<file path="src/rtl/cordic_sincos_pkg.sv">
// Shared constants, types and helpers for the CORDIC sine/cosine engine.
package cordic_pkg;

  // Q-format widths: x/y are Q2.30 plus two guard bits, z is Q9.23 degrees.
  localparam int XY_W  = 34;
  localparam int Z_W   = 32;
  localparam int OUT_W = 32;
  localparam int IDX_W = 5;
  localparam int TAB_N = 32;

  typedef enum logic [1:0] {
    ST_IDLE = 2'd0,
    ST_ITER = 2'd1,
    ST_DONE = 2'd2
  } state_t;

  // CORDIC gain compensation, 0.6072529 in Q2.30, widened to the x/y width.
  localparam logic signed [XY_W-1:0] K_XY = 34'sh026DD3B6A;

  // Angle thresholds in Q9.23 degrees.
  localparam logic signed [Z_W-1:0] POS_90  = 32'sh2D000000;
  localparam logic signed [Z_W-1:0] NEG_90  = 32'shD3000000;
  localparam logic signed [Z_W-1:0] POS_180 = 32'sh5A000000;
  localparam logic signed [Z_W-1:0] NEG_180 = 32'shA6000000;

  // Output clamp limits (+1.0 / -1.0 in Q2.30) at the x/y width.
  localparam logic signed [XY_W-1:0] OUT_MAX = 34'sh040000000;
  localparam logic signed [XY_W-1:0] OUT_MIN = 34'sh3C0000000;

  // atan(2^-i) in Q9.23 degrees.
  localparam logic signed [Z_W-1:0] ATAN_TAB [TAB_N] = '{
    32'sd377487360, 32'sd222843801, 32'sd117744544, 32'sd59768969,
    32'sd30000467,  32'sd15014858,  32'sd7509261,   32'sd3754860,
    32'sd1877459,   32'sd938733,    32'sd469367,    32'sd234683,
    32'sd117342,    32'sd58671,     32'sd29335,     32'sd14668,
    32'sd7334,      32'sd3667,      32'sd1833,      32'sd917,
    32'sd458,       32'sd229,       32'sd115,       32'sd57,
    32'sd29,        32'sd14,        32'sd7,         32'sd4,
    32'sd2,         32'sd1,         32'sd0,         32'sd0
  };

  // Clamp a guarded x/y value into [-1.0, +1.0] and drop the guard bits.
  function automatic logic signed [OUT_W-1:0] sat_out(input logic signed [XY_W-1:0] v);
    if (v > OUT_MAX) begin
      sat_out = 32'sh40000000;
    end else if (v < OUT_MIN) begin
      sat_out = 32'shC0000000;
    end else begin
      sat_out = v[OUT_W-1:0];
    end
  endfunction

endpackage

</file>
<file path="src/rtl/cordic_sincos_if.sv">
// Request/result bundle between a controller (master) and the CORDIC engine (slave).
interface cordic_sincos_if;
  logic        start;
  logic [31:0] angle;
  logic        busy;
  logic        done;
  logic        err;
  logic [31:0] sin_out;
  logic [31:0] cos_out;

  modport master (output start, output angle,
                  input busy, input done, input err, input sin_out, input cos_out);
  modport slave  (input start, input angle,
                  output busy, output done, output err, output sin_out, output cos_out);
endinterface

</file>
<file path="src/rtl/cordic_sincos_rot_stage.sv">
// One combinational CORDIC rotation-mode micro-rotation.
module cordic_rot_stage
  import cordic_pkg::*;
(
  input  logic signed [XY_W-1:0]  x_i,
  input  logic signed [XY_W-1:0]  y_i,
  input  logic signed [Z_W-1:0]   z_i,
  input  logic        [IDX_W-1:0] idx_i,
  output logic signed [XY_W-1:0]  x_o,
  output logic signed [XY_W-1:0]  y_o,
  output logic signed [Z_W-1:0]   z_o
);

  logic signed [XY_W-1:0] x_sh_s;
  logic signed [XY_W-1:0] y_sh_s;
  logic signed [Z_W-1:0]  ang_s;

  // Rotate toward z = 0; direction follows the sign of the residual angle.
  always_comb begin
    x_sh_s = x_i >>> idx_i;
    y_sh_s = y_i >>> idx_i;
    ang_s  = ATAN_TAB[idx_i];
    if (z_i[Z_W-1] == 1'b0) begin
      x_o = x_i - y_sh_s;
      y_o = y_i + x_sh_s;
      z_o = z_i - ang_s;
    end else begin
      x_o = x_i + y_sh_s;
      y_o = y_i - x_sh_s;
      z_o = z_i + ang_s;
    end
  end

endmodule

</file>
<file path="src/rtl/cordic_sincos.sv">
// Iterative CORDIC engine: angle in Q9.23 degrees to (cos, sin) in Q2.30.
module cordic_sincos
  import cordic_pkg::*;
#(
  parameter int ITER = 30
) (
  input  logic            clk,
  input  logic            rst_n,
  cordic_sincos_if.slave  bus
);

  localparam logic [IDX_W-1:0] LAST_IDX = IDX_W'(ITER - 1);

  state_t                 state_q, state_d;
  logic signed [XY_W-1:0] x_q, x_d, y_q, y_d;
  logic signed [Z_W-1:0]  z_q, z_d;
  logic [IDX_W-1:0]       i_q, i_d;
  logic signed [OUT_W-1:0] sin_q, sin_d, cos_q, cos_d;
  logic                   err_q, err_d;
  logic                   busy_s, done_s;

  logic signed [XY_W-1:0] x_s, y_s;
  logic signed [Z_W-1:0]  z_s;
  logic signed [Z_W-1:0]  ang_s;
  logic                   oor_s;
  logic                   last_s;

  assign ang_s  = bus.angle;
  assign oor_s  = (ang_s >= POS_180) || (ang_s < NEG_180);
  assign last_s = (i_q == LAST_IDX);

  cordic_rot_stage u_stage (
    .x_i  (x_q),
    .y_i  (y_q),
    .z_i  (z_q),
    .idx_i(i_q),
    .x_o  (x_s),
    .y_o  (y_s),
    .z_o  (z_s)
  );

  // FSM state register.
  always_ff @(posedge clk or negedge rst_n) begin
    if (!rst_n) begin
      state_q <= ST_IDLE;
    end else begin
      state_q <= state_d;
    end
  end

  // Next-state logic; out-of-range requests skip straight to DONE.
  always_comb begin
    state_d = state_q;
    case (state_q)
      ST_IDLE: begin
        if (bus.start) begin
          state_d = oor_s ? ST_DONE : ST_ITER;
        end else begin
          state_d = ST_IDLE;
        end
      end
      ST_ITER: begin
        if (last_s) begin
          state_d = ST_DONE;
        end else begin
          state_d = ST_ITER;
        end
      end
      ST_DONE: state_d = ST_IDLE;
      default: state_d = ST_IDLE;
    endcase
  end

  // Handshake outputs decoded from the registered state.
  always_comb begin
    busy_s = (state_q != ST_IDLE);
    done_s = (state_q == ST_DONE);
  end

  // Datapath next values: load with quadrant pre-rotation, iterate, capture result.
  always_comb begin
    x_d   = x_q;
    y_d   = y_q;
    z_d   = z_q;
    i_d   = i_q;
    sin_d = sin_q;
    cos_d = cos_q;
    err_d = err_q;
    case (state_q)
      ST_IDLE: begin
        if (bus.start) begin
          i_d = '0;
          x_d = K_XY;
          y_d = '0;
          z_d = ang_s;
          if (oor_s) begin
            err_d = 1'b1;
            sin_d = '0;
            cos_d = '0;
          end else begin
            err_d = 1'b0;
            // Fold |angle| > 90 into the CORDIC convergence range.
            if (ang_s > POS_90) begin
              x_d = '0;
              y_d = K_XY;
              z_d = ang_s - POS_90;
            end else if (ang_s < NEG_90) begin
              x_d = '0;
              y_d = -K_XY;
              z_d = ang_s + POS_90;
            end else begin
              z_d = ang_s;
            end
          end
        end else begin
          i_d = i_q;
        end
      end
      ST_ITER: begin
        x_d = x_s;
        y_d = y_s;
        z_d = z_s;
        i_d = i_q + 5'd1;
        if (last_s) begin
          sin_d = sat_out(y_s);
          cos_d = sat_out(x_s);
        end else begin
          sin_d = sin_q;
        end
      end
      ST_DONE: i_d = '0;
      default: i_d = '0;
    endcase
  end

  // Datapath and result registers.
  always_ff @(posedge clk or negedge rst_n) begin
    if (!rst_n) begin
      x_q   <= '0;
      y_q   <= '0;
      z_q   <= '0;
      i_q   <= '0;
      sin_q <= '0;
      cos_q <= '0;
      err_q <= 1'b0;
    end else begin
      x_q   <= x_d;
      y_q   <= y_d;
      z_q   <= z_d;
      i_q   <= i_d;
      sin_q <= sin_d;
      cos_q <= cos_d;
      err_q <= err_d;
    end
  end

  assign bus.busy    = busy_s;
  assign bus.done    = done_s;
  assign bus.err     = err_q;
  assign bus.sin_out = sin_q;
  assign bus.cos_out = cos_q;

endmodule
</file>
<file path="src/flat_wrapper.sv">
// flat-port wrapper written by rule: the top's interface ports become plain ports
module cordic_sincos_flat import cordic_pkg::*;
#(
  parameter int ITER = 30
)
  (clk, rst_n, bus_start, bus_angle, bus_busy, bus_done, bus_err, bus_sin_out, bus_cos_out);
  cordic_sincos_if bus_i ();
  input  logic clk;
  input  logic rst_n;
  input wire logic [$bits(bus_i.start)-1:0] bus_start;
  input wire logic [$bits(bus_i.angle)-1:0] bus_angle;
  output wire logic [$bits(bus_i.busy)-1:0] bus_busy;
  output wire logic [$bits(bus_i.done)-1:0] bus_done;
  output wire logic [$bits(bus_i.err)-1:0] bus_err;
  output wire logic [$bits(bus_i.sin_out)-1:0] bus_sin_out;
  output wire logic [$bits(bus_i.cos_out)-1:0] bus_cos_out;
  assign bus_i.start = bus_start;
  assign bus_i.angle = bus_angle;
  assign bus_busy = bus_i.busy;
  assign bus_done = bus_i.done;
  assign bus_err = bus_i.err;
  assign bus_sin_out = bus_i.sin_out;
  assign bus_cos_out = bus_i.cos_out;
  cordic_sincos #(.ITER(ITER)) u_core (.clk(clk), .rst_n(rst_n), .bus(bus_i));
endmodule
</file>
<file path="config.mk">
export PLATFORM = sky130hd
export DESIGN_NAME = cordic_sincos_flat
export DESIGN_NICKNAME = d
export VERILOG_FILES = /design/src/rtl/cordic_sincos_pkg.sv /design/src/rtl/cordic_sincos_if.sv /design/src/rtl/cordic_sincos_rot_stage.sv /design/src/rtl/cordic_sincos.sv /design/src/flat_wrapper.sv
export SDC_FILE = /design/constraint.sdc
export NUM_CORES = 1
export LEC_CHECK = 0
export CORE_AREA = 2 2 200 300
export DETAILED_ROUTE_END_ITERATION = 16
export DIE_AREA = 0 0 202 302
export DONT_BUFFER_PORTS = 1
export PLACE_DENSITY = 0.55
export SYNTH_ARGS = -nofsm -noshare
export SYNTH_HDL_FRONTEND = slang
export SYNTH_SLANG_ARGS = --single-unit
</file>
<file path="constraint.sdc">
create_clock -name clk -period 20.1 [get_ports clk]
set_input_delay 6.03 -clock clk [delete_from_list [all_inputs] [get_ports clk]]
set_output_delay 6.03 -clock clk [all_outputs]
set_load 0.005 [all_outputs]
</file>
==> results.toml <==
[yosys]
synth_flop_cell = "dfrtp_1"
synth_edf_count = 0
syn-instance-count = 2441
synth_top_cell_area_share_pct = 21.3
yosysWarnings = 0
ys_types = 99
ys_seq_elements = 172
ys_top_cells_by_area = "dfrtp_1, mux4_2, ha_1"
synth_most_common_cell = "nand2_1"
synth_nets = 2590
synthArstFlopShare_pct = 100
syn_area_sq_um = 20200
yosysSeqAreaShare_pct = 21.3
synthTopCellsByCount = "nand2_1, nor2_1, a21oi_1"
yosysTopAreaCell = "dfrtp_1"
synth_area_per_cell_sq_um = 8.27

[cells_and_area]
design_area_sq_um = 21200
antenna_cells = 0
drive_gt1_share_pct = 11.1
syn2layout_area_growth_pct = 5.24
layout.nets = 2474
finalNonFillerCells = 3114

[worst_setup_path]
critical_path_class = "register to register"
critPathLaunchType = "register"
arrival_ps = 9380
critical_path.max_fanout = 60
cp.required_ps = 20490
cp-end-kind = "register"

[clock_tree]
clock_latency_ps = 510
clk_path_buf_depth = 2
postCtsSetupRepairBufs = 0
cts.clk_slew.worst_paths_ps = 80
cts_made_buffers = 17
cts_tree = "yes"
cts_hold_buf = 0
h-tree-depth = 4
clock_sinks = 172
clockRootBuffer = "clkbuf_16"
cts_resized = 0

[placement]
gp_congestion = 0.979
numPlacedInstances = 3083
port_buffers = 0
place_area_sq_um = 20700
post-dp-hpwl_um = 59600

[global_routing]
overflow = 0
grt_max_degree = 173
grt_pass1_vias = 18900
track_usage_pct = 25.4
grt_pass1_wl_um = 118000
antenna_found_initial = 0

[floorplan]
dieHeight_um = 302
die_w_um = 202
coreArea_sq_um = 58500
design.die.area_sq_um = 61000
start_util_pct = 34.5
io_pins = 102
rows = 109

[route]
drc = 0
first_iter_violations = 1746
viasPerCell = 6.30
detail-route-antenna-nets = 0
drt-total-wl_um = 78400
wl_per_cell_um = 25.2
drtPass1Iterations = 8
via_count = 19600

[sta]
period_share_pct = 44.7
worst_pin_slew_ps = 1390
period_needed_ps = 8990
fin_skew_ps = 16.2
setup_viol = 0
grt_setup_unrepaired = "no"
hold_viol = 0
setup_tns_ps = 0
finalMaxSlewViolations = 0
max_freq_mhz = 111
relSlewSlack_pct = 5.03

[outcome]
outcome = "finished, final reports clean"

[hold_path]
hold_class = "register to register"

[run]
cap_violations = 0
## cells in the final DEF (no fill, tap or decap), drive strengths merged, types with 9 or more instances in the layout
master  count
clkbuf     19
nand3      68
a21oi     180
a221oi      9
and3       28
or3        14
mux4       79
o21a       25
nand2b     27
a211oi     17
dfrtp     172
a22oi      21
and2       20
nor4       14
ha        111
nor2b      34
a31oi      58
inv        70
mux2i      52
o211ai     42
o21ai     192
nor2      201
a221o      19
nor3b       9
nand2     282
o21bai     11
xnor2     103
mux2       40
buf        26
a22o       20
a21o       48
nor3       35
o22ai      44
nand4      17
o31ai      13
xor2       74
or2        11
## layout make-up
| cell class | count | area (sq um) |
|---|---|---|
| Multi-Input combinational cell | 2044 | 14900 |
| Fill cell | 5970 | 37300 |
| Timing Repair Buffer | 26 | 195 |
| Clock buffer | 19 | 453 |
| Tap cell | 777 | 972 |
| Clock inverter | 12 | 129 |
| Inverter | 64 | 240 |
| Sequential cell | 172 | 4320 |
## metal layers
| metal | wire [um] | vias to the layer above | track usage [%] |
|---|---|---|---|
| met3 | 4630 | 188 | 3.29 |
| li1 | - | 8902 | - |
| met5 | 0 | - | 0 |
| met4 | 5100 | 0 | 16.3 |
| met1 | 29500 | 9692 | 29.1 |
| met2 | 39100 | 833 | 44.6 |
## cell families after synthesis
logic type / Yosys count / share of synthesized area (%)
flip-flops: 172 / 21.3
multiplexers: 171 / 13.9
AND/OR/NAND/NOR: 792 / 18.9
buffers and inverters: 225 / 4.88
XOR/XNOR: 177 / 7.68
adder cells (fa/ha/maj): 114 / 7.18
AO/OA/AOI/OAI: 790 / 26.2
## flip-flops by register name, indices dropped and copies added, names as in the netlist
signal              count
u_core.bus.cos_out     32
u_core.z_q             32
u_core.state_q          2
u_core.i_q              5
u_core.bus.err          1
u_core.bus.sin_out     32
u_core.x_q             34
u_core.y_q             34
## critical path, stage by stage (launching register included)
cell	delay (ps)
dfrtp_4	530
buf_4	570
buf_4	740
mux4_1	730
mux4_2	480
a2bb2oi_1	350
nor4b_2	350
and2_4	230
nand4_4	130
nor4b_4	440
a21oi_1	120
nor2_1	120
a21oi_1	70
o22ai_1	240
ha_1	370
a21oi_1	280
o21bai_1	90
a21oi_1	260
nand3_1	120
a311oi_1	610
nor4_1	150
or3_1	370
a21oi_1	180
xor2_1	470
nor4b_4	110
a41o_1	410
a22o_1	260
## path summary, 6_finish.rpt
| check | depth (start not counted) | slack, ps | start | endpoint |
|---|---|---|---|---|
| max in group asynchronous | 0 | 14530 | rst_n | u_core.bus.sin_out[17] |
| min in group asynchronous | 0 | 5210 | rst_n | u_core.z_q[15] |
| worst max register to register | 26 | 11110 | u_core.i_q[1] | u_core.bus.cos_out[15] |
| worst min register to register | 2 | 510 | u_core.z_q[0] | u_core.z_q[0] |
| worst max-delay path | 26 | 11110 | u_core.i_q[1] | u_core.bus.cos_out[15] |
| worst min-delay path | 2 | 510 | u_core.z_q[0] | u_core.z_q[0] |
## through the flow
step,setup WS (ps),util [%],hold slack (ps)
3_5_place_dp,11240,35.3,500
2_1_floorplan,11980,-,473
3_3_place_gp,11280,35.3,492
6_report,11110,36.3,513
4_1_cts,11200,36.3,519
5_1_grt,10630,36.3,541
Power is not shown: default switching activity piles up to over one toggle a cycle in this logic, so the estimate is an artifact.
